### src/rtl/mem_port_arbiter_if.sv
// rtl/mem_port_arbiter_if.sv - request, response and memory-command bundle for mem_port_arbiter
// Purpose: groups the fetch port, the load/store port, the shared-memory command and busy.
// Modports:
//   slave  - arbiter view: f_req/f_addr, d_req/d_we/d_addr/d_wdata/d_access and mem_dout in;
//            grants, done pulses, read data, mem_rd_en/mem_wr_en/mem_addr/mem_din/mem_access, busy out.
//   master - requesters plus memory view, the mirror image of slave.
interface mem_port_arbiter_if #(
    parameter int ADDR_W = 9,
    parameter int DATA_W = 32
);
    logic              f_req;
    logic [ADDR_W-1:0] f_addr;
    logic              f_grant;
    logic              f_done;
    logic [DATA_W-1:0] f_rdata;

    logic              d_req;
    logic              d_we;
    logic [ADDR_W-1:0] d_addr;
    logic [DATA_W-1:0] d_wdata;
    logic [1:0]        d_access;
    logic              d_grant;
    logic              d_done;
    logic [DATA_W-1:0] d_rdata;

    logic              mem_rd_en;
    logic              mem_wr_en;
    logic [ADDR_W-1:0] mem_addr;
    logic [DATA_W-1:0] mem_din;
    logic [1:0]        mem_access;
    logic [DATA_W-1:0] mem_dout;

    logic              busy;

    modport slave (
        input  f_req, f_addr,
        output f_grant, f_done, f_rdata,
        input  d_req, d_we, d_addr, d_wdata, d_access,
        output d_grant, d_done, d_rdata,
        output mem_rd_en, mem_wr_en, mem_addr, mem_din, mem_access,
        input  mem_dout,
        output busy
    );

    modport master (
        output f_req, f_addr,
        input  f_grant, f_done, f_rdata,
        output d_req, d_we, d_addr, d_wdata, d_access,
        input  d_grant, d_done, d_rdata,
        input  mem_rd_en, mem_wr_en, mem_addr, mem_din, mem_access,
        output mem_dout,
        input  busy
    );
endinterface

### src/rtl/mem_port_arbiter.sv
// rtl/mem_port_arbiter.sv - shares one single-port memory between instruction fetch and load/store
// Purpose: IDLE/ACCESS/RESP sequencer. A request seen in IDLE or RESP is arbitrated and its
//   command is driven to memory (with the winner's grant) in the following ACCESS cycle; the
//   next cycle (RESP) pulses the winner's done and presents read data.
// Ports:
//   i_clk  - system clock, rising edge
//   i_rst  - asynchronous active-low reset
//   io_bus - mem_port_arbiter_if.slave (requests, grants, done, read data, memory command, busy)
// Configuration macro: MEM_ARB_ROUND_ROBIN_EN
//   defined   - contested requests go to the port not granted last (fetch counts as last after reset)
//   undefined - data wins, except fetch wins once MAX_D_STREAK data grants were made while it waited
module mem_port_arbiter #(
    parameter int ADDR_W       = 9,
    parameter int DATA_W       = 32,
    parameter int MAX_D_STREAK = 4
) (
    input  logic              i_clk,
    input  logic              i_rst,
    mem_port_arbiter_if.slave io_bus
);
    typedef enum logic [1:0] {
        IDLE   = 2'd0,
        ACCESS = 2'd1,
        RESP   = 2'd2
    } state_t;

    state_t            r_state;
    logic              r_win_d;     // current access belongs to the data port
    logic              r_is_read;   // current access returns data (fetch or load)
    logic              r_busy;
    logic              r_f_grant;
    logic              r_d_grant;
    logic              r_f_done;
    logic              r_d_done;
    logic              r_mem_rd_en;
    logic              r_mem_wr_en;
    logic [ADDR_W-1:0] r_mem_addr;
    logic [DATA_W-1:0] r_mem_din;
    logic [1:0]        r_mem_access;
    logic [DATA_W-1:0] r_f_rdata;
    logic [DATA_W-1:0] r_d_rdata;

    logic              w_any_req;
    logic              w_pick_d;
    logic              w_f_resp;
    logic              w_d_load_resp;

    assign w_any_req = io_bus.f_req | io_bus.d_req;

`ifdef MEM_ARB_ROUND_ROBIN_EN
    logic r_last_d;     // last grant went to the data port

    always_comb begin
        w_pick_d = io_bus.d_req;
        if (io_bus.d_req && io_bus.f_req) begin
            w_pick_d = ~r_last_d;
        end
    end
`else
    localparam logic [3:0] MAX_STREAK = 4'(MAX_D_STREAK);

    logic [3:0] r_streak;   // data grants made while fetch was waiting

    always_comb begin
        w_pick_d = io_bus.d_req;
        if (io_bus.f_req && (r_streak == MAX_STREAK)) begin
            w_pick_d = 1'b0;
        end
    end
`endif

    always_ff @(posedge i_clk or negedge i_rst) begin
        if (!i_rst) begin
            r_state      <= IDLE;
            r_win_d      <= 1'b0;
            r_is_read    <= 1'b0;
            r_busy       <= 1'b0;
            r_f_grant    <= 1'b0;
            r_d_grant    <= 1'b0;
            r_f_done     <= 1'b0;
            r_d_done     <= 1'b0;
            r_mem_rd_en  <= 1'b0;
            r_mem_wr_en  <= 1'b0;
            r_mem_addr   <= '0;
            r_mem_din    <= '0;
            r_mem_access <= 2'b00;
            r_f_rdata    <= '0;
            r_d_rdata    <= '0;
`ifdef MEM_ARB_ROUND_ROBIN_EN
            r_last_d     <= 1'b0;
`else
            r_streak     <= 4'd0;
`endif
        end else begin
            // Pulses and the memory command last exactly one cycle unless re-armed below.
            r_f_grant    <= 1'b0;
            r_d_grant    <= 1'b0;
            r_f_done     <= 1'b0;
            r_d_done     <= 1'b0;
            r_mem_rd_en  <= 1'b0;
            r_mem_wr_en  <= 1'b0;
            r_mem_addr   <= '0;
            r_mem_din    <= '0;
            r_mem_access <= 2'b00;

            case (r_state)
                IDLE, RESP: begin
                    // mem_dout belongs to the access finishing now; keep it for the hold phase.
                    if (r_state == RESP && r_is_read) begin
                        if (r_win_d) begin
                            r_d_rdata <= io_bus.mem_dout;
                        end else begin
                            r_f_rdata <= io_bus.mem_dout;
                        end
                    end

                    if (w_any_req) begin
                        r_state   <= ACCESS;
                        r_busy    <= 1'b1;
                        r_win_d   <= w_pick_d;
                        r_f_grant <= ~w_pick_d;
                        r_d_grant <= w_pick_d;
                        if (w_pick_d) begin
                            r_is_read    <= ~io_bus.d_we;
                            r_mem_rd_en  <= ~io_bus.d_we;
                            r_mem_wr_en  <= io_bus.d_we;
                            r_mem_addr   <= io_bus.d_addr;
                            r_mem_din    <= io_bus.d_we ? io_bus.d_wdata : '0;
                            r_mem_access <= io_bus.d_access;
                        end else begin
                            r_is_read    <= 1'b1;
                            r_mem_rd_en  <= 1'b1;
                            r_mem_addr   <= io_bus.f_addr;
                        end
`ifdef MEM_ARB_ROUND_ROBIN_EN
                        r_last_d <= w_pick_d;
`else
                        if (!w_pick_d) begin
                            r_streak <= 4'd0;
                        end else if (io_bus.f_req && (r_streak != 4'hF)) begin
                            r_streak <= r_streak + 4'd1;
                        end
`endif
                    end else begin
                        r_state <= IDLE;
                        r_busy  <= 1'b0;
                    end
                end

                ACCESS: begin
                    r_state  <= RESP;
                    r_f_done <= ~r_win_d;
                    r_d_done <= r_win_d;
                end

                default: begin
                    r_state <= IDLE;
                    r_busy  <= 1'b0;
                end
            endcase
        end
    end

    // Read data is live from memory during RESP so it is valid together with done,
    // then held from the register until the next read completes on that port.
    assign w_f_resp      = (r_state == RESP) && r_is_read && ~r_win_d;
    assign w_d_load_resp = (r_state == RESP) && r_is_read && r_win_d;

    assign io_bus.f_rdata    = w_f_resp      ? io_bus.mem_dout : r_f_rdata;
    assign io_bus.d_rdata    = w_d_load_resp ? io_bus.mem_dout : r_d_rdata;
    assign io_bus.f_grant    = r_f_grant;
    assign io_bus.d_grant    = r_d_grant;
    assign io_bus.f_done     = r_f_done;
    assign io_bus.d_done     = r_d_done;
    assign io_bus.mem_rd_en  = r_mem_rd_en;
    assign io_bus.mem_wr_en  = r_mem_wr_en;
    assign io_bus.mem_addr   = r_mem_addr;
    assign io_bus.mem_din    = r_mem_din;
    assign io_bus.mem_access = r_mem_access;
    assign io_bus.busy       = r_busy;
endmodule

### src/flat_wrapper.sv
// flat-port wrapper written by rule: the top's interface ports become plain ports
module mem_port_arbiter_flat 
#(
    parameter int ADDR_W       = 9,
    parameter int DATA_W       = 32,
    parameter int MAX_D_STREAK = 4
)
  (i_clk, i_rst, io_bus_f_req, io_bus_f_addr, io_bus_f_grant, io_bus_f_done, io_bus_f_rdata, io_bus_d_req, io_bus_d_we, io_bus_d_addr, io_bus_d_wdata, io_bus_d_access, io_bus_d_grant, io_bus_d_done, io_bus_d_rdata, io_bus_mem_rd_en, io_bus_mem_wr_en, io_bus_mem_addr, io_bus_mem_din, io_bus_mem_access, io_bus_mem_dout, io_bus_busy);
  mem_port_arbiter_if #(.ADDR_W(ADDR_W), .DATA_W(DATA_W)) io_bus_i ();
  input  logic i_clk;
  input  logic i_rst;
  input wire logic [$bits(io_bus_i.f_req)-1:0] io_bus_f_req;
  input wire logic [$bits(io_bus_i.f_addr)-1:0] io_bus_f_addr;
  output wire logic [$bits(io_bus_i.f_grant)-1:0] io_bus_f_grant;
  output wire logic [$bits(io_bus_i.f_done)-1:0] io_bus_f_done;
  output wire logic [$bits(io_bus_i.f_rdata)-1:0] io_bus_f_rdata;
  input wire logic [$bits(io_bus_i.d_req)-1:0] io_bus_d_req;
  input wire logic [$bits(io_bus_i.d_we)-1:0] io_bus_d_we;
  input wire logic [$bits(io_bus_i.d_addr)-1:0] io_bus_d_addr;
  input wire logic [$bits(io_bus_i.d_wdata)-1:0] io_bus_d_wdata;
  input wire logic [$bits(io_bus_i.d_access)-1:0] io_bus_d_access;
  output wire logic [$bits(io_bus_i.d_grant)-1:0] io_bus_d_grant;
  output wire logic [$bits(io_bus_i.d_done)-1:0] io_bus_d_done;
  output wire logic [$bits(io_bus_i.d_rdata)-1:0] io_bus_d_rdata;
  output wire logic [$bits(io_bus_i.mem_rd_en)-1:0] io_bus_mem_rd_en;
  output wire logic [$bits(io_bus_i.mem_wr_en)-1:0] io_bus_mem_wr_en;
  output wire logic [$bits(io_bus_i.mem_addr)-1:0] io_bus_mem_addr;
  output wire logic [$bits(io_bus_i.mem_din)-1:0] io_bus_mem_din;
  output wire logic [$bits(io_bus_i.mem_access)-1:0] io_bus_mem_access;
  input wire logic [$bits(io_bus_i.mem_dout)-1:0] io_bus_mem_dout;
  output wire logic [$bits(io_bus_i.busy)-1:0] io_bus_busy;
  assign io_bus_i.f_req = io_bus_f_req;
  assign io_bus_i.f_addr = io_bus_f_addr;
  assign io_bus_f_grant = io_bus_i.f_grant;
  assign io_bus_f_done = io_bus_i.f_done;
  assign io_bus_f_rdata = io_bus_i.f_rdata;
  assign io_bus_i.d_req = io_bus_d_req;
  assign io_bus_i.d_we = io_bus_d_we;
  assign io_bus_i.d_addr = io_bus_d_addr;
  assign io_bus_i.d_wdata = io_bus_d_wdata;
  assign io_bus_i.d_access = io_bus_d_access;
  assign io_bus_d_grant = io_bus_i.d_grant;
  assign io_bus_d_done = io_bus_i.d_done;
  assign io_bus_d_rdata = io_bus_i.d_rdata;
  assign io_bus_mem_rd_en = io_bus_i.mem_rd_en;
  assign io_bus_mem_wr_en = io_bus_i.mem_wr_en;
  assign io_bus_mem_addr = io_bus_i.mem_addr;
  assign io_bus_mem_din = io_bus_i.mem_din;
  assign io_bus_mem_access = io_bus_i.mem_access;
  assign io_bus_i.mem_dout = io_bus_mem_dout;
  assign io_bus_busy = io_bus_i.busy;
  mem_port_arbiter #(.ADDR_W(ADDR_W), .DATA_W(DATA_W), .MAX_D_STREAK(MAX_D_STREAK)) u_core (.i_clk(i_clk), .i_rst(i_rst), .io_bus(io_bus_i));
endmodule
### config.mk
export PLATFORM = sky130hd
export DESIGN_NAME = mem_port_arbiter_flat
export DESIGN_NICKNAME = d
export VERILOG_FILES = /design/src/rtl/mem_port_arbiter_if.sv /design/src/rtl/mem_port_arbiter.sv /design/src/flat_wrapper.sv
export SDC_FILE = /design/constraint.sdc
export NUM_CORES = 1
export LEC_CHECK = 0
export BUFFER_PORTS_ARGS = -buffer_cell sky130_fd_sc_hd__buf_4
export CAP_MARGIN = 20
export CORE_MARGIN = 8
export CORE_UTILIZATION = 25
export CTS_BUF_LIST = sky130_fd_sc_hd__clkbuf_4 sky130_fd_sc_hd__clkbuf_8
export CTS_CLUSTER_SIZE = 12
export DETAILED_ROUTE_END_ITERATION = 7
export GPL_ROUTABILITY_DRIVEN = 0
export MAX_ROUTING_LAYER = met4
export PLACE_DENSITY = 0.56
export SKIP_LAST_GASP = 1
export SLEW_MARGIN = 20
export SYNTH_ARGS = -nofsm -noshare
export SYNTH_HDL_FRONTEND = slang
export SYNTH_SLANG_ARGS = --single-unit
### constraint.sdc
create_clock -name i_clk -period 1.7 [get_ports i_clk]
set_clock_uncertainty 0.05 [all_clocks]
set_input_delay 0.085 -clock i_clk [delete_from_list [all_inputs] [get_ports i_clk]]
set_output_delay 0.085 -clock i_clk [all_outputs]
set_load 0.005 [all_outputs]
# Yosys cells after proc, flatten, opt, wreduce, memory -nomap -nowiden
# Cells that the tools add are included.
dict set report word_totals {
  ff_bits 122
  output_inout_bits 114
  wordCells 68
}
dict set report op_classes {
  addsub 1
  n_eq_ne 5
  mux 31
  bitwise 4
  reduce_logical 11
}
# cell count
set op_table {}
lappend op_table {{$mux W32} 6}
lappend op_table {{$mux W9} 3}
lappend op_table {{$mux W1} 15}
lappend op_table {{$reduce_and A3 Y1} 3}
lappend op_table {{$mux W4} 2}
lappend op_table {{$mux W2} 3}
lappend op_table {{$logic_and A1 B1 Y1} 5}
lappend op_table {{$add A4 B1 Y4 const B} 1}
lappend op_table {{$eq A4 B3 Y1 const B} 1}
lappend op_table {{$ne A4 B4 Y1 const B} 1}
lappend op_table {{$pmux W2 S2} 1}
lappend op_table {{$not A1 Y1} 3}
lappend op_table {{$eq A2 B1 Y1 const B} 1}
lappend op_table {{$eq A2 B2 Y1 const B} 1}
lappend op_table {{$logic_not A2 Y1} 1}
lappend op_table {{$ne A2 B2 Y1 const B} 1}
lappend op_table {{$pmux W1 S2} 1}
lappend op_table {{$reduce_and A2 Y1} 1}
lappend op_table {{$reduce_or A2 Y1} 1}
lappend op_table {{$or A1 B1 Y1} 1}

# Logic depth before layout (Yosys ltp)
# Gate-level depths: netlist (run 1).
dict set report logic_depth {
  ltp_word 6
  mapped_depth 6
  depth_no_buf 5
}

# Least setup slack after synthesis (run 1)
# Ideal clock, no wire load.
dict set report synth_path {
  path_type {flip-flop to flip-flop}
  startpoint {register u_core.r_state[0]}
  endpoint {register u_core.r_f_rdata[21]}
  setup_ps 125
  arrival_ps 1405
  slack_ps 120
  path_stages_with_launch 4
  period_less_slack_ps 1580
  path_cell_list {dfrtp_1 -> nor3_4 -> buf_6 -> mux2_2}
}
dict set report synth_between {
  elab_chain_cells 3
  word_cells_on_any_way 5
  cone_classes {eq/ne (1); reduce/logical (4)}
}
# item line
set synth_lines {}
lappend synth_lines {{start: declaration} mem_port_arbiter.sv:27} ;# state_t r_state;
lappend synth_lines {{start signal: assignment} mem_port_arbiter.sv:74} ;# r_state <= IDLE;
lappend synth_lines {{start signal: assignment} mem_port_arbiter.sv:118} ;# r_state <= ACCESS;
lappend synth_lines {{start signal: assignment} mem_port_arbiter.sv:145} ;# r_state <= IDLE;
lappend synth_lines {{$eq A2 B2 Y1 or $logic_not A2 Y1 (tied branches)} {mem_port_arbiter.sv:106, mem_port_arbiter.sv:109}}
lappend synth_lines {{$reduce_or A2 Y1 or $logic_and A1 B1 Y1 (tied branches)} {mem_port_arbiter.sv:106, mem_port_arbiter.sv:109}}
lappend synth_lines {{$reduce_and A3 Y1 (no line) (*)} n/a}
lappend synth_lines {{end signal: assignment} mem_port_arbiter.sv:113} ;# r_f_rdata <= io_bus.mem_dout;
lappend synth_lines {{end: declaration} mem_port_arbiter.sv:40} ;# logic [DATA_W-1:0] r_f_rdata;
# Mark *: on every way between the ends. The rest lies on a longest branch, timed or not.
# A chain may end at the register's enable or synchronous reset.

# Final worst setup path (run 1)
dict set report layout_path {
  startpoint {register u_core.r_state[1]}
  endpoint {output port io_bus_d_rdata[18]}
}
dict set report layout_between {
  elab_chain_cells 4
}
# item line
set layout_lines {}
lappend layout_lines {{$eq A2 B2 Y1} mem_port_arbiter.sv:167} ;# assign w_d_load_resp = (r_state == RESP) && r_is_read && r_win_d;
lappend layout_lines {{$logic_and A1 B1 Y1 (2 in series)} mem_port_arbiter.sv:167}
lappend layout_lines {{$mux W32} mem_port_arbiter.sv:170} ;# assign io_bus.d_rdata = w_d_load_resp ? io_bus.mem_dout : r_d_rdata;
lappend layout_lines {{end: declaration} flat_wrapper.sv:24} ;# output wire logic [$bits(io_bus_i.d_rdata)-1:0] io_bus_d_rdata;
# No other way between the ends.

==> impl_metrics.env, run 1 <==
export IMPL_r2r_setup_slack_ns=-0.08
export IMPL_holdPathEnd="u_core.io_bus.busy$_DFFE_PN0P_"
export IMPL_slew_violations=0
export IMPL_vias=4113
export IMPL_clockBufferDepth=2
export IMPL_final_layout_size_suffix_gt1_frac=0.595
export IMPL_critPathLaunchType="flop"
export IMPL_fin_util=0.473
export IMPL_cap_viol_max_count=0
export IMPL_initialDrtViolationCount=125
export IMPL_ys_types=33
export IMPL_required_ns=1.56
export IMPL_port_buffers=202
export IMPL_slew_headroom=0.653
export IMPL_antenna_found_initial=0
export IMPL_r2r_end="u_core.r_d_rdata[30]$_DFFE_PN0P_"
export IMPL_grt_pass1_wl_mm=25.2
export IMPL_grt_max_degree=61
export IMPL_wl_per_cell_um=18.0
export IMPL_worstMarginPinSlew_ns=0.519
export IMPL_wl_mm=17.4
export IMPL_setup_ws_ns=-0.334
export IMPL_finalNonFillerCells=966
export IMPL_dp_cells=804
export IMPL_fp_dieArea_um2=24400
export IMPL_power_leakage_nw=4.51
export IMPL_drc_errors=0
export IMPL_drt_pass1_iter_count=4
export IMPL_vias_per_cell=4.26
export IMPL_fillers=1725
export IMPL_synth_seq_cells=122
export IMPL_cts_root_buffer="clkbuf_8"
export IMPL_cp_max_fo=8
export IMPL_syn_nets=429
export IMPL_seq_area_frac_synth=0.622
export IMPL_netlist_area_um2=4910
export IMPL_nNetsFinal=779
export IMPL_fmax_mhz=492
export IMPL_hold_violations=0
export IMPL_syn_mean_instance_area_um2=14.5
export IMPL_power_density_nw_per_um2=1300
export IMPL_min_path_type="primary input to flop"
export IMPL_worstHoldStart="io_bus_f_req"
export IMPL_syn_instance_count=338
export IMPL_rsz0062_at_grt="yes"
export IMPL_antenna_left=0
export IMPL_grt_ovfl_total=0
export IMPL_die_width_um=156
export IMPL_die_h_um=156
export IMPL_setup_viol_count_final=76
export IMPL_multi_input_area_um2=2020
export IMPL_regArea_um2=3050
export IMPL_area_growth_pct=87.0
export IMPL_crit_arrival_ns=1.90
export IMPL_htreeDepth=4
export IMPL_io_pins=203
export IMPL_start_util=0.253
export IMPL_r2r_start="u_core.r_state[1]$_DFF_PN0_"
export IMPL_hpwl_mm=10.1
export IMPL_antenna_diode_count=0
export IMPL_cts_tree="yes"
export IMPL_period_share=1.20
export IMPL_end_kind="primary output"
export IMPL_fin_crit_ns=2.03
export IMPL_rr_worst_depth=7
export IMPL_row_count=51
export IMPL_criticalPathCategory="flop to primary output"
export IMPL_violations="setup timing"
export IMPL_clkLatencyLatePin_ns=0.43
export IMPL_yosysWarnings=0
export IMPL_grt_usage=0.140
export IMPL_status="complete, but fails checks"
export IMPL_clock_sinks=122
export IMPL_clk_pin_slew_ns=0.08
export IMPL_first_global_vias=4566
export IMPL_max_vdd_ir_drop_v=0.000536
export IMPL_cts_buffers=17
export IMPL_min_path_cells=3
export IMPL_design_core_area_um2=19400
==> cell usage in the layout (no fill, tap or decap), drive strengths merged <==
cell type / count
dlygate4sd3: 88
bufbuf: 1
mux2: 96
o311ai: 1
clkbuf: 24
a21oi: 10
a211o: 1
o21ai: 10
nor2b: 3
ha: 2
and4b: 1
nand3b: 1
a21o: 3
and3: 1
a31oi: 1
and2: 35
and3b: 1
clkinv: 7
nand2: 4
clkinvlp: 3
inv: 5
nand4: 2
nand3: 10
nand4b: 2
o21bai: 1
dfrtp: 122
o2bb2ai: 2
nand2b: 2
nor2: 1
buf: 256
nor4b: 1
bufinv: 2
nor3: 1
nor4: 1
==> worst max-delay path, stage by stage, from the launching register on <==
cell      delay, ns
dfrtp_1        0.40
buf_4          0.14
nand4b_1       0.15
buf_6          0.16
buf_12         0.16
mux2_4         0.33
buf_6          0.12
==> flip-flops by register name (all words and copies together), names as in the netlist, 2 cells and up <==
name                      flops
u_core.r_streak               4
u_core.r_d_rdata             32
u_core.r_state                2
u_core.r_f_rdata             32
u_core.io_bus.mem_access      2
u_core.io_bus.mem_addr        9
u_core.io_bus.mem_din        32
==> how the worst max path moves through the flow <==
stage | end | depth (start not counted) | startpoint | slack (ns)
after floorplan | u_core.r_f_rdata[21]$_DFFE_PN0P_ | 3 | u_core.r_state[0]$_DFF_PN0_ | 0.12
after global placement | io_bus_f_rdata[29] | 5 | u_core.r_win_d$_DFFE_PN0P_ | 0.05
after detailed placement | io_bus_f_rdata[18] | 5 | u_core.r_win_d$_DFFE_PN0P_ | 0.02
after CTS | io_bus_d_rdata[29] | 5 | u_core.r_state[0]$_DFF_PN0_ | -0.42
after global routing | io_bus_d_rdata[18] | 5 | u_core.r_state[0]$_DFF_PN0_ | -0.46
final | io_bus_d_rdata[18] | 6 | u_core.r_state[1]$_DFF_PN0_ | -0.33
==> report_power, final <==
group / leakage, nW / switching [mW] / internal [mW]
combinational: 2.79 / 1.65 / 3.56
clock: 0.195 / 1.19 / 1.36
sequential: 1.53 / 0.393 / 3.77
==> layout make-up <==
class | instances | area share
clock buffer | 20 | 0.0286
clock inverter | 12 | 0.0136
inverter | 5 | 0.00204
multi-input combinational | 193 | 0.220
sequential | 122 | 0.332
tap | 265 | 0.0361
timing repair buffer | 349 | 0.367
==> metrics by stage <==
| stage | TNS, ns | hold WS, ns | instance area, µm² | total power [mW] | setup WS, ns |
|---|---|---|---|---|---|
| after floorplan | 0 | -0.261 | 4910 | 5.59 | 0.120 |
| after detailed placement | 0 | -0.122 | 6820 | 7.60 | 0.0211 |
| after CTS | -24.53 | 0.00720 | 8890 | 11.7 | -0.415 |
| after global placement | 0 | -0.122 | 6820 | 7.51 | 0.0521 |
| after global routing | -29.01 | 0.0456 | 9180 | 12.6 | -0.456 |
| final | -18.79 | 0.0448 | 9180 | 11.9 | -0.334 |
==> synthesized netlist by cell type, drive strengths merged <==
library cell  count  share of area
dfrtp           122           0.62
mux2             96           0.22
and2             35          0.045
buf              11          0.020
a21oi            10          0.010
nand3            10          0.010
o21ai            10          0.010
clkbuf            7         0.0061
inv               5         0.0038
nand2             4         0.0031
a21o              3         0.0046
nor2b             3         0.0038
ha                2         0.0051
nand2b            2         0.0025
nand4             2         0.0025
nand4b            2         0.0036
o2bb2ai           2         0.0036
a211o             1         0.0018
a31oi             1         0.0013
and3              1         0.0013
and3b             1         0.0018
and4b             1         0.0028
nand3b            1         0.0015
nor2              1        0.00076
nor3              1         0.0033
nor4              1         0.0013
nor4b             1         0.0048
o21bai            1         0.0015
o311ai            1         0.0018
==> kinds of logic after synthesis <==
family,share of synthesized area
AOI/OAI and AO/OA,0.0349
adders and majority gates,0.00509
buffers and inverters,0.0303
DFF,0.622
muxes,0.220
and+or+nand+nor,0.0879
==> per-layer routing <==
metal | routed length (µm) | up-vias | global-route usage
li1 | - | 1885 | -
met1 | 6750 | 2034 | 0.147
met2 | 8940 | 169 | 0.235
met3 | 1340 | 25 | 0.0557
met4 | 330 | 0 | 0.0508
met5 | 0 | - | -
==> what timing repair did <==
item | CTS | global route
pin swaps | 2 | 26
gates resized for setup | 120 | 55
hold buffers | 88 | 0
gates cloned | 6 | 5
buffers inserted | 25 | 10
setup endpoints to repair | 64 | 106
hold endpoints to repair | 235 | 0
(Power assumes the default switching activity.)
==> run 2, diff against run 1 <==
CELL_PAD_IN_SITES_DETAIL_PLACEMENT = 1   (was not set)
CELL_PAD_IN_SITES_GLOBAL_PLACEMENT = 2   (was not set)
PLACE_DENSITY = 0.76   (was 0.56)
SETUP_SLACK_MARGIN = 0.02   (was not set)
==> impl_metrics.env, run 2 (synthesized netlist as in run 1, its figures left out) <==
export IMPL_cts_root_buffer="clkbuf_8"
export IMPL_cts_tree="yes"
export IMPL_clockBufferDepth=2
export IMPL_netSwitchingFraction=0.280
export IMPL_area_growth_pct=77.4
export IMPL_slew_violations=0
export IMPL_end_kind="primary output"
export IMPL_layout_common_cells="buf_4 (203), dfrtp_1 (121), dlygate4sd3_1 (88)"
export IMPL_p_comb_frac=0.379
export IMPL_final_layout_size_suffix_gt1_frac=0.572
export IMPL_use_met3=0.0590
export IMPL_row_count=51
export IMPL_regArea_um2=3050
export IMPL_rsz0062_at_grt="yes"
export IMPL_cap_viol_max_count=0
export IMPL_vias=4084
export IMPL_cts_buffers=17
export IMPL_slew_headroom=0.515
export IMPL_power_mw=11.1
export IMPL_path_common_cell="buf_12"
export IMPL_period_share=1.20
export IMPL_antenna_found_initial=2
export IMPL_cpPeakStageDelay_ns=0.44
export IMPL_port_buffers=202
export IMPL_max_vdd_ir_drop_v=0.000413
export IMPL_nNetsFinal=756
export IMPL_power_switching_mw=3.11
export IMPL_power_frac_seq=0.374
export IMPL_clk_pin_slew_ns=0.08
export IMPL_grt_pass1_wl_mm=27.4
export IMPL_hpwl_mm=10.8
export IMPL_required_ns=1.56
export IMPL_die_h_um=156
export IMPL_fp_dieArea_um2=24400
export IMPL_min_path_type="primary input to async pin"
export IMPL_drt_pass1_iter_count=4
export IMPL_start_util=0.253
export IMPL_initialDrtViolationCount=110
export IMPL_wl_per_cell_um=19.6
export IMPL_violations="setup timing"
export IMPL_fin_util=0.449
export IMPL_criticalPathCategory="flop to primary output"
export IMPL_critPathLaunchType="flop"
export IMPL_grt_use_met1=0.164
export IMPL_use_met2=0.249
export IMPL_p_int_mw=7.98
export IMPL_crit_chain="nor3_4 > buf_12 > buf_12 > buf_16 > mux2_4 > buf_6"
export IMPL_crit_slowest_cell="dfrtp_2"
export IMPL_cp_max_fo=6
export IMPL_multi_input_area_um2=1870
export IMPL_power_leakage_nw=4.16
export IMPL_grt_usage=0.151
export IMPL_clock_sinks=122
export IMPL_pwr_share_clk=0.247
export IMPL_design_core_area_um2=19400
export IMPL_worstMarginPinSlew_ns=0.727
export IMPL_layout_commonest_cell="buf_4"
export IMPL_grt_max_degree=123
export IMPL_htreeDepth=4
export IMPL_power_density_nw_per_um2=1270
export IMPL_setup_ws_ns=-0.342
export IMPL_crit_arrival_ns=1.91
export IMPL_fin_crit_ns=2.04
export IMPL_dp_cells=799
export IMPL_vias_per_cell=4.32
export IMPL_fmax_mhz=490
export IMPL_first_global_vias=4827
export IMPL_finalNonFillerCells=945
export IMPL_antenna_left=0
export IMPL_die_width_um=156
export IMPL_setup_viol_count_final=97
export IMPL_fillers=2036
export IMPL_grt_ovfl_total=0
export IMPL_hold_violations=0
export IMPL_grt_busiest_layer="met2"
export IMPL_io_pins=203
export IMPL_clkLatencyLatePin_ns=0.43
export IMPL_wl_mm=18.5
export IMPL_status="complete, but fails checks"
export IMPL_drc_errors=0
-- run 2: changes by cell type in the layout (fill, tap and decap cells not counted), moves of 3 or more --
cell and change:
and2_1 +6, and2_4 -6, buf_4 +30, buf_6 -55, inv_6 +3, mux2_2 +35, mux2_4 -36
-- run 2: final cells by class --
cell class	count	area share
flip-flops and latches	122	0.351
repair buffers	326	0.346
multi-input cells	193	0.214
well taps	265	0.0381
clock buffers	18	0.0284
clock inverters	14	0.0195
inverters	5	0.00215
diodes	2	0.000574
-- run 2: layer usage --
metal / part of all wire / wire, µm
met1: 0.39 / 7280
met4: 0.022 / 410
met2: 0.52 / 9640
met5: 0 / 0
met3: 0.063 / 1170
-- run 2: path summary, 6_finish.rpt --
kind	from	end	slack, ns	cells past startpoint
worst min register to register	u_core.r_d_rdata[0]$_DFFE_PN0P_	u_core.r_d_rdata[0]$_DFFE_PN0P_	0.45	1
max in group asynchronous	i_rst	u_core.io_bus.mem_addr[5]$_DFF_PN0_	0.78	3
worst max-delay path	u_core.r_win_d$_DFFE_PN0P_	io_bus_f_rdata[7]	-0.34	6
worst max register to register	u_core.r_win_d$_DFFE_PN0P_	u_core.r_f_rdata[24]$_DFFE_PN0P_	-0.12	7
worst min-delay path	i_rst	u_core.r_d_rdata[25]$_DFFE_PN0P_	0.22	3
min in group i_clk	io_bus_d_wdata[3]	u_core.io_bus.mem_din[3]$_DFF_PN0_	0.35	3
-- run 2: critical path: cells and delay by family (launching register included) --
kind / cells / cell delay, ns
buf+inv: 4 / 0.51
mux: 1 / 0.31
simple gates: 1 / 0.22
flops: 1 / 0.44
-- run 2: metrics by stage --
step / hold slack, ns / cell area (µm²) / TNS, ns / setup WS (ns)
floorplan: -0.261 / 4910 / 0 / 0.120
finish: 0.223 / 8710 / -21.80 / -0.342
CTS: 0.266 / 8420 / -30.10 / -0.392
global placement: 0.183 / 6780 / 0 / 0.0780
global route: 0.282 / 8710 / -31.94 / -0.454
detailed placement: 0.200 / 6780 / 0 / 0.0382
-- run 2: timing repair --
action,4_1_cts,5_1_grt
setup endpoints to repair,64,129
cloned,5,6
gates resized for setup,31,47
setup buffers,8,6
hold buffers,88,0
endpoints found under the hold margin,236,0
pin swaps,2,19
-- run 2: power groups by stage --
stage	Sequential, mW	Combinational, mW	Clock (mW)
after floorplan	4.06	1.53	0
after global routing	4.24	4.55	2.98
after global placement	4.13	3.40	0
after detailed placement	4.19	3.51	0
after CTS	4.14	4.03	2.85
final	4.15	4.21	2.74
==> run 3, diff against run 2 <==
SETUP_SLACK_MARGIN = not set   (was 0.02)
SLEW_MARGIN = 15   (was 20)
TNS_END_PERCENT = 30   (was not set)
==> impl_metrics.env, run 3 (synthesized netlist as in run 1, its figures left out) <==
export IMPL_critPathLaunchType="flop"
export IMPL_violations="setup timing"
export IMPL_drc_errors=0
export IMPL_power_mw=10.7
export IMPL_p_int_mw=7.72
export IMPL_antenna_left=0
export IMPL_die_h_um=156
export IMPL_whs_ns=0.228
export IMPL_setup_viol_count_final=96
export IMPL_worstMarginPinSlew_ns=0.727
export IMPL_p_comb_frac=0.361
export IMPL_dp_cells=799
export IMPL_place_area_um2=6780
export IMPL_min_path_type="primary input to async pin"
export IMPL_clkLatencyLatePin_ns=0.43
export IMPL_status="complete, but fails checks"
export IMPL_power_switching_mw=3.01
export IMPL_cts_tree="yes"
export IMPL_criticalPathCategory="flop to primary output"
export IMPL_crit_arrival_ns=1.90
export IMPL_tns_ns=-25.38
export IMPL_fp_dieArea_um2=24400
export IMPL_rsz0062_at_grt="yes"
export IMPL_cap_viol_max_count=0
export IMPL_slew_violations=0
export IMPL_cp_max_fo=6
export IMPL_drt_pass1_iter_count=4
export IMPL_power_density_nw_per_um2=1280
export IMPL_max_vdd_ir_drop_v=0.000413
export IMPL_multi_input_area_um2=1740
export IMPL_nNetsFinal=747
export IMPL_end_kind="primary output"
export IMPL_area_growth_pct=70.9
export IMPL_antenna_found_initial=2
export IMPL_final_layout_size_suffix_gt1_frac=0.534
export IMPL_clockBufferDepth=2
export IMPL_clk_pin_slew_ns=0.07
export IMPL_cts_buffers=17
export IMPL_period_share=1.20
export IMPL_pwr_share_clk=0.254
export IMPL_die_width_um=156
export IMPL_port_buffers=202
export IMPL_grt_pass1_wl_mm=27.4
export IMPL_wl_per_cell_um=18.6
export IMPL_hold_violations=0
export IMPL_grt_ovfl_total=0
export IMPL_setup_ws_ns=-0.335
export IMPL_hpwl_mm=10.8
export IMPL_fin_util=0.433
export IMPL_netSwitchingFraction=0.280
export IMPL_dp_slack_ns=0.0382
export IMPL_grt_usage=0.151
export IMPL_required_ns=1.56
export IMPL_layout_commonest_cell="buf_4"
export IMPL_layout_common_cells="buf_4 (210), dfrtp_1 (121), dlygate4sd3_1 (88)"
export IMPL_power_leakage_nw=4.00
export IMPL_fillers=2051
export IMPL_clock_sinks=122
export IMPL_finalNonFillerCells=936
export IMPL_row_count=51
export IMPL_design_core_area_um2=19400
export IMPL_htreeDepth=4
export IMPL_vias_per_cell=4.30
export IMPL_cts_root_buffer="clkbuf_8"
export IMPL_wl_mm=17.4
export IMPL_design_area_um2=8390
export IMPL_fmax_mhz=491
export IMPL_fin_crit_ns=2.03
export IMPL_vias=4025
export IMPL_initialDrtViolationCount=128
export IMPL_grt_max_degree=123
export IMPL_first_global_vias=4817
export IMPL_regArea_um2=3050
export IMPL_slew_headroom=0.515
export IMPL_io_pins=203
export IMPL_start_util=0.253
export IMPL_power_frac_seq=0.386
-- run 3: power groups by stage --
stage | registers [mW] | logic, mW | clock network (mW)
after floorplan | 4.06 | 1.53 | 0
after global placement | 4.13 | 3.40 | 0
after detailed placement | 4.19 | 3.51 | 0
after CTS | 4.14 | 3.89 | 2.85
after global routing | 4.23 | 4.21 | 2.97
final | 4.14 | 3.87 | 2.72
-- run 3: timing repair --
action                                 in CTS  in global routing
setup buffers                               8                  2
cloned                                      5                  0
endpoints found under the hold margin     236                  0
setup endpoints to repair                  64                113
hold buffers                               88                  0
pin swaps                                   2                  1
resized for setup                          16                  4
-- run 3: layout make-up --
cell class,count,area share
Inverter,5,0.00224
Multi-Input combinational cell,193,0.207
Tap cell,265,0.0395
Timing Repair Buffer,317,0.337
Antenna cell,2,0.000596
Clock buffer,18,0.0295
Clock inverter,14,0.0203
Sequential cell,122,0.364
-- run 3: path summary, 6_finish.rpt --
kind,from,end,slack [ns],cells after the start
hold reg to reg,u_core.r_d_rdata[0]$_DFFE_PN0P_,u_core.r_d_rdata[0]$_DFFE_PN0P_,0.45,1
max in group asynchronous,i_rst,u_core.r_streak[0]$_DFFE_PN0P_,0.78,3
setup / recovery,u_core.r_win_d$_DFFE_PN0P_,io_bus_f_rdata[7],-0.33,6
setup reg to reg,u_core.r_win_d$_DFFE_PN0P_,u_core.r_f_rdata[0]$_DFFE_PN0P_,-0.26,7
hold / removal,i_rst,u_core.r_d_rdata[28]$_DFFE_PN0P_,0.23,3
min in group i_clk,io_bus_d_wdata[3],u_core.io_bus.mem_din[3]$_DFF_PN0_,0.35,3
-- run 3: critical path, cell delays in order (launching register included) --
cell     delay [ns]
dfrtp_2        0.43
nor3_4         0.22
buf_12         0.16
buf_12         0.11
buf_16         0.13
mux2_4         0.31
buf_6          0.12
-- run 3: layer usage --
layer | track usage | part of all wire | up-vias
li1 | - | - | 1811
met1 | 0.164 | 0.40 | 2031
met2 | 0.247 | 0.50 | 156
met3 | 0.0596 | 0.074 | 27
met4 | 0.0563 | 0.026 | 0
met5 | - | 0 | -
